--- config.mk ---
export PLATFORM = sky130hd
export DESIGN_NAME = decode_stage_pipe
export DESIGN_NICKNAME = d
export VERILOG_FILES = /design/src/rtl/decode_pkg.sv /design/src/rtl/decode_regfile.sv /design/src/rtl/decode_stage_pipe.sv
export SDC_FILE = /design/constraint.sdc
export NUM_CORES = 1
export LEC_CHECK = 0
export ABC_CLOCK_PERIOD_IN_PS = 7100
export CAP_MARGIN = 20
export CORE_MARGIN = 10
export CORE_UTILIZATION = 50
export CTS_CLUSTER_SIZE = 12
export DETAILED_ROUTE_END_ITERATION = 8
export HOLD_SLACK_MARGIN = 0.05
export PLACE_DENSITY = 0.77
export SYNTH_ARGS = -nofsm -noshare
export SYNTH_HDL_FRONTEND = slang
export SYNTH_SLANG_ARGS = --single-unit
--- constraint.sdc ---
create_clock -name inp_clk -period 7.1 [get_ports inp_clk]
set_input_delay 2.13 -clock inp_clk [delete_from_list [all_inputs] [get_ports inp_clk]]
set_output_delay 2.13 -clock inp_clk [all_outputs]
set_load 0.01 [all_outputs]
--- src/rtl/decode_pkg.sv ---
// Shared widths, instruction field offsets and the sign-extension helper
// for the pipelined decode stage.
package decode_pkg;

  localparam int OPC_W_DEF  = 3;
  localparam int RA_W_DEF   = 3;
  localparam int IMM_W_DEF  = 4;
  localparam int DATA_W_DEF = 16;

  // Instruction layout, MSB first: opcode | rs | rt | rd | imm
  localparam int IMM_LSB_DEF = 0;
  localparam int RD_LSB_DEF  = IMM_W_DEF;
  localparam int RT_LSB_DEF  = IMM_W_DEF + RA_W_DEF;
  localparam int RS_LSB_DEF  = IMM_W_DEF + 2 * RA_W_DEF;
  localparam int OPC_LSB_DEF = IMM_W_DEF + 3 * RA_W_DEF;
  localparam int INSTR_W_DEF = OPC_W_DEF + 3 * RA_W_DEF + IMM_W_DEF;

  localparam logic [2:0] LOAD_OPC_DEF = 3'b100;

  // Sign-extend the low 'width' bits of value to 32 bits; callers truncate
  // to their datapath width.
  function automatic logic [31:0] sign_extend(input logic [31:0] value, input int width);
    logic [31:0] shifted;
    shifted = value << (32 - width);
    return $signed(shifted) >>> (32 - width);
  endfunction

endpackage

--- src/rtl/decode_regfile.sv ---
// Two-read / one-write register file. R0 is hardwired to zero and a write
// in the same cycle as a read is forwarded to the read port.
module decode_regfile
  import decode_pkg::*;
#(
  parameter int RA_W   = RA_W_DEF,
  parameter int DATA_W = DATA_W_DEF
) (
  input  logic              clk,
  input  logic              rst,
  input  logic              wb_en,
  input  logic [RA_W-1:0]   wb_addr,
  input  logic [DATA_W-1:0] wb_data,
  input  logic [RA_W-1:0]   rs,
  input  logic [RA_W-1:0]   rt,
  output logic [DATA_W-1:0] rdata1,
  output logic [DATA_W-1:0] rdata2
);

  localparam int NREG = 2 ** RA_W;

  logic [DATA_W-1:0] mem [NREG];

  // Register array; writes to R0 are dropped so it always reads back zero.
  always_ff @(posedge clk or posedge rst) begin
    if (rst) begin
      for (int i = 0; i < NREG; i++) mem[i] <= '0;
    end else if (wb_en && (wb_addr != '0)) begin
      mem[wb_addr] <= wb_data;
    end
  end

  // Read ports with write-through from the writeback port.
  always_comb begin
    rdata1 = '0;
    rdata2 = '0;
    if (rs != '0) rdata1 = (wb_en && (wb_addr == rs)) ? wb_data : mem[rs];
    if (rt != '0) rdata2 = (wb_en && (wb_addr == rt)) ? wb_data : mem[rt];
  end

endmodule

--- src/rtl/decode_stage_pipe.sv ---
// Pipelined decode stage: field slicing, register read with writeback
// bypass, immediate sign extension, ID/EX register with valid/ready
// handshake, load-use stall and branch flush.
module decode_stage_pipe
  import decode_pkg::*;
#(
  parameter int OPC_W  = OPC_W_DEF,
  parameter int RA_W   = RA_W_DEF,
  parameter int IMM_W  = IMM_W_DEF,
  parameter int DATA_W = DATA_W_DEF,
  parameter logic [OPC_W-1:0] LOAD_OPC = OPC_W'(LOAD_OPC_DEF)
) (
  input  logic                              inp_clk,
  input  logic                              inp_rst,
  input  logic [OPC_W+3*RA_W+IMM_W-1:0]     inp_instruction,
  input  logic                              inp_valid,
  output logic                              out_ready,
  input  logic                              inp_flush,
  input  logic                              inp_wb_en,
  input  logic [RA_W-1:0]                   inp_wb_addr,
  input  logic [DATA_W-1:0]                 inp_wb_data,
  output logic                              out_valid,
  input  logic                              inp_ex_ready,
  output logic [OPC_W-1:0]                  out_opcode,
  output logic [RA_W-1:0]                   out_rd,
  output logic [RA_W-1:0]                   out_rt,
  output logic [RA_W-1:0]                   out_rs,
  output logic [DATA_W-1:0]                 out_readdata1,
  output logic [DATA_W-1:0]                 out_readdata2,
  output logic [DATA_W-1:0]                 out_SEImmidate
);

  localparam int RD_LSB  = IMM_W;
  localparam int RT_LSB  = IMM_W + RA_W;
  localparam int RS_LSB  = IMM_W + 2 * RA_W;
  localparam int OPC_LSB = IMM_W + 3 * RA_W;

  logic [OPC_W-1:0]  opc;
  logic [RA_W-1:0]   rs;
  logic [RA_W-1:0]   rt;
  logic [RA_W-1:0]   rd;
  logic [IMM_W-1:0]  imm;
  logic [DATA_W-1:0] rdata1;
  logic [DATA_W-1:0] rdata2;
  logic              hazard;
  logic              transfer;

  assign opc = inp_instruction[OPC_LSB +: OPC_W];
  assign rs  = inp_instruction[RS_LSB +: RA_W];
  assign rt  = inp_instruction[RT_LSB +: RA_W];
  assign rd  = inp_instruction[RD_LSB +: RA_W];
  assign imm = inp_instruction[0 +: IMM_W];

  decode_regfile #(
    .RA_W   (RA_W),
    .DATA_W (DATA_W)
  ) u_regfile (
    .clk     (inp_clk),
    .rst     (inp_rst),
    .wb_en   (inp_wb_en),
    .wb_addr (inp_wb_addr),
    .wb_data (inp_wb_data),
    .rs      (rs),
    .rt      (rt),
    .rdata1  (rdata1),
    .rdata2  (rdata2)
  );

  // Load-use stall: the loaded register is not available until the load
  // leaves execute, so the dependent instruction waits one cycle upstream.
  always_comb begin
    hazard    = out_valid && (out_opcode == LOAD_OPC) && inp_valid &&
                ((out_rt == rs) || (out_rt == rt));
    out_ready = (!out_valid || inp_ex_ready) && !hazard && !inp_flush;
    transfer  = inp_valid && out_ready;
  end

  // ID/EX register: flush > load > drain > hold. Fields keep their last
  // value once drained; only out_valid marks them live.
  always_ff @(posedge inp_clk or posedge inp_rst) begin
    if (inp_rst) begin
      out_valid      <= 1'b0;
      out_opcode     <= '0;
      out_rs         <= '0;
      out_rt         <= '0;
      out_rd         <= '0;
      out_readdata1  <= '0;
      out_readdata2  <= '0;
      out_SEImmidate <= '0;
    end else if (inp_flush) begin
      out_valid <= 1'b0;
    end else if (transfer) begin
      out_valid      <= 1'b1;
      out_opcode     <= opc;
      out_rs         <= rs;
      out_rt         <= rt;
      out_rd         <= rd;
      out_readdata1  <= rdata1;
      out_readdata2  <= rdata2;
      out_SEImmidate <= DATA_W'(sign_extend(32'(imm), IMM_W));
    end else if (inp_ex_ready) begin
      out_valid <= 1'b0;
    end
  end

endmodule

; Yosys cells after proc, flatten, opt, wreduce, memory -nomap -nowiden
; Cells that the tools add are included.
[op_classes]
reduce_logical = 20
bitwise = 4
eq_ne = 5
muxes = 16
order_cmp = 4
[ops]
columns = operator, n
row1 = 16-bit two-way mux, 9
row2 = 128-bit bitwise mux, 1
row3 = 16-bit binary-select mux with 3-bit select, 2
row4 = 16-bit demux with 3-bit select, 1
row5 = 3-bit equality test, 4
row6 = 4-bit >= comparator (second input constant), 3
row7 = 3-bit inverter with 4-bit output, 3
row8 = 3-bit nonzero test, 4
row9 = 1-bit logical AND, 10
row10 = 4-bit by 1-bit less-than comparator with 1-bit output (second input constant), 1
row11 = 3-bit equality test (second input constant), 1
row12 = 1-bit logical NOT, 3
row13 = 1-bit two-way mux, 3
row14 = 1-bit logical OR, 2
row15 = 2-bit AND reduction, 1
row16 = 1-bit inverter, 1
[word_totals]
out_inout_bits = 62
input_bits = 41
regBits = 177
word_cells = 65

; Depth between registers and ports, before layout
[depth]
ltp_word = 10
depth_mapped = 8
ltp_nobuf = 5

; By module
; Synthesis repeated with hierarchy kept, for this count alone.
[hier_totals]
hier_cells = 686
hier_area_um2 = 9470.3
[modules_own_cells]
columns = module, n_inst, area_per_inst_um2, cells_each
row1 = decode_regfile, 1, 7272.0, 548
row2 = decode_stage_pipe, 1, 2198.4, 138

; Least setup slack after synthesis
; No wires, ideal clock.
[synth_path]
kind = in2out
startpoint = input inp_instruction[11]
endpoint = output out_ready
path_stages = 5
path_slack_ps = 2058
arrival_time_ps = 2912
required_time_ps = 4970
cell_sequence = buf_4 > xnor2_1 > nand3_2 > a21oi_4 > nor3_1
[synth_between]
elab_chain_len = 6
[synth_lines]
columns = element, line
row1 = "start, declared", decode_stage_pipe.sv:15  ; input logic [OPC_W+3*RA_W+IMM_W-1:0] inp_instruction,
row2 = 3-bit equality test, decode_stage_pipe.sv:73  ; ((out_rt == rs) || (out_rt == rt));
row3 = 1-bit logical OR, decode_stage_pipe.sv:73
row4 = 1-bit logical AND, decode_stage_pipe.sv:72  ; hazard = out_valid && (out_opcode == LOAD_OPC) && inp_valid &&
row5 = 1-bit logical NOT, decode_stage_pipe.sv:74  ; out_ready = (!out_valid || inp_ex_ready) && !hazard && !inp_flush;
row6 = 1-bit logical AND (2 in series), decode_stage_pipe.sv:74
row7 = "end, declared", decode_stage_pipe.sv:17  ; output logic out_ready,
; No other way between the ends.

; Worst setup path in the final report
[layout_path]
startpoint = input inp_instruction[12]
endpoint = output out_ready
; The elaborated chain is that of the path after synthesis.

==> results_dict.tcl <==
set metrics [dict create \
    slew_violations 0 \
    critPathMaxFanout 10 \
    routed_wl_mm 24.0 \
    critPathMaxStageDelay_ps 490 \
    htreeDepth 4 \
    first_global_vias 6559 \
    gr-total-overflow 0 \
    syn-cell-area_sq_um 9190 \
    peakVddDrop_mv 0.201 \
    hold_buffers 0 \
    cts_tree "built" \
    path_delay_family "buffers and inverters" \
    grt_pass1_wl_mm 37.7 \
    synth-adder-area-share_pct 0 \
    synth_mux_area_share_pct 31.7 \
    synth_top_family_by_area "multiplexers" \
    hold_violations 0 \
    dr.pass1.iters 5 \
    fp.dieW_um 156 \
    cp_num_buf_inv 2 \
    holdWs_ps 399 \
    ios 103 \
    powerDensity_nw_per_um2 296 \
    slowest_stage "clkdlybuf4s50_1" \
    power_frac_clock_pct 32.9 \
    crit_type "input pin to output pin" \
    worstPathRequired_ps 4970 \
    p_seq_share_pct 42.9 \
    p_sw_mw 0.879 \
    synth_cell_type_count 37 \
    post_cts_buffers 0 \
    synth_fp_nets 735 \
    finalNonFillerCells 994 \
    avgSynthCellArea_sq_um 13.2 \
    regArea_sq_um 4430 \
    detail-route-antenna-nets 0 \
    route.met3.wl_mm 1.72 \
    hold_depth 0 \
    row_count 49 \
    place_inst 962 \
    area_delta_synth_final_pct 17.7 \
    dpl.hpwl_mm 14.9 \
    vias 6185 \
    drt-met1-wl_mm 9.76 \
    clk_pin_slew_ps 70 \
    yosys.area_share.simple_pct 5.42 \
    fin_crit_sh_pct 85.0 \
    crit_chain "clkdlybuf4s50_1 > xnor2_1 > nand3_2 > a21oi_4 > nor3_1 > clkdlybuf4s50_1" \
    final_core_util_pct 60.0 \
    mostFrequentLayoutCells "177 x dfrtp_1, 142 x mux2_2, 97 x clkdlybuf4s50_1" \
    crit-reg2reg-launch "out_rt[0]" \
    synth_compound_area_share_pct 7.83 \
    die_h_um 156 \
    drc_errors 0 \
    synthXorXnorAreaFrac_pct 1.14 \
    viasPerCell 6.22 \
    clock_latency_ps 430 \
    grt_start_max_net_pins 86 \
    nFillCells 1365 \
    finalSetupTns_ps 0 \
    comb_power_share_pct 24.2 \
    cts_max_path_buffers 2 \
    critPathLaunchType "input pin" \
    synth_seq_cells 177 \
    outcome "finished, final reports clean" \
    cp.depth 6 \
    diodes 0 \
    cts_resized 0 \
    final_nets 793 \
    hp-start "u_regfile.mem[112]" \
    finClkSkew_ps 8.85 \
    ff2ff_setup_slack_ps 4810 \
    drt-initial-drc-count 632 \
    crit_top_cell "clkdlybuf4s50_1" \
    drive_gt1_share_pct 31.8 \
    period_minus_slack_ps 6040 \
    min_path_type "register to register" \
    dieArea_sq_um 24200 \
    cts_made_buffers 17 \
    yosysWarnings 0 \
    synthCells 694 \
    yosysSeqAreaShare_pct 48.2 \
    core_area_sq_um 18000 \
    leakage_nw 4.53 \
    reg2reg_depth 6 \
    max_freq_mhz 166 \
    worst_slew_pin_slew_ps 1010 \
    endpoint_kind "output pin" \
    antenna_found_initial 1 \
    worstReg2RegEnd "out_rs[0]" \
    setup_viol 0 \
    final_common_cell "dfrtp_1" \
    grt_usage_pct 19.7 \
    slew_headroom_pct 32.5 \
    maxCapViolations 0 \
    p_int_mw 2.32 \
    p_sw_share_pct 27.5 \
    gp_congestion 0.810 \
    wl_per_cell_um 24.1 \
    rsz0062_at_grt "no" \
    initial_core_util_pct 51.0 \
    wl_met2_mm 12.1 \
    min_to "u_regfile.mem[112]" \
    io_buffers 102 \
    clock_sink_count 177 \
    multi_input_area_sq_um 4280 \
    clockRootBuffer "clkbuf_16" \
    arrival_ps 3910 \
    top_layer "met5" \
]
[how the worst max path moves through the flow]
| stage | start | to | slack (ps) |
|---|---|---|---|
| 6_report | inp_instruction[12] | out_ready | 1060 |
| 5_1_grt | inp_instruction[12] | out_ready | 950 |
| 4_1_cts | inp_instruction[12] | out_ready | 1050 |
| 3_5_place_dp | inp_instruction[12] | out_ready | 1060 |
| 3_3_place_gp | inp_instruction[12] | out_ready | 1110 |
| 2_1_floorplan | inp_rst | out_SEImmidate[0] | 170 |
[Yosys cell counts]
master	n	area, sq um
a22o_1	16	140
nand2_1	22	82.6
nor3_2	2	20.0
a31oi_1	18	113
nand4b_1	3	26.3
o21ai_0	32	160
nand3_1	2	10.0
a22oi_1	7	52.6
nor2_1	16	60.1
nand4_1	3	18.8
buf_6	13	146
o221ai_1	17	149
o21ai_1	1	5.00
buf_2	29	145
a21oi_4	1	16.3
buf_4	19	143
dfrtp_1	177	4430
mux4_2	36	811
inv_1	3	11.3
nor2b_1	14	87.6
nand2b_1	9	56.3
mux2_1	5	56.3
nor2_2	1	6.26
mux2_2	142	1600
or2_1	1	6.26
mux2i_1	42	420
nor3b_1	4	30.0
clkbuf_1	20	75.1
or3_1	1	6.26
nor4bb_1	2	20.0
nor3_1	7	35.0
o22a_1	5	43.8
nand4_2	1	12.5
mux4_1	1	26.3
xnor2_1	12	105
nand3_2	2	20.0
a21oi_1	8	40.0
[per-stage QoR]
step | total power [mW] | setup slack (ps) | area [sq um]
after floorplan | 1.85 | 168 | 9190
after global placement | 2.12 | 1110 | 10100
after detailed placement | 2.16 | 1060 | 10100
after CTS | 3.21 | 1050 | 10800
after global routing | 3.33 | 950 | 10800
final | 3.20 | 1060 | 10800
[logic make-up (layout without fill, tap and decap cells)]
logic type | count (synthesis) | in the layout
DFF | 177 | 177
muxes | 226 | 226
buffers and inverters | 84 | 155
AOI/OAI and AO/OA | 105 | 105
and+or+nand+nor | 90 | 90
xor gates and xnor gates | 12 | 12
[area by class of cell]
cell class / count / share of cell area, %
timing repair buffer: 120 / 10.5
inverter: 3 / 0.150
tap: 229 / 2.65
multi-input combinational: 433 / 39.6
clock inverter: 14 / 2.06
clock buffer: 18 / 4.06
sequential: 177 / 41.0
[power by group through the flow]
stage               Combinational, mW  Sequential, mW  Clock [mW]
CTS                             0.784            1.37        1.06
detailed placement              0.778            1.38           0
floorplan                       0.480            1.37           0
global route                    0.835            1.39        1.10
global placement                0.753            1.36           0
finish                          0.775            1.37        1.05
[sequential cells by signal (all words and copies together), names as in the netlist, 3 cells and up]
name	cells
out_SEImmidate	4
out_opcode	3
out_rd	3
out_readdata1	16
out_readdata2	16
out_rs	3
out_rt	3
u_regfile.mem	128
[routing by layer]
layer,track usage [%],vias to the layer above
li1,-,2697
met1,24.5,3210
met2,33.6,242
met3,4.25,34
met4,6.28,2
met5,0,-
No activity file was read; power rests on OpenSTA's default activity.
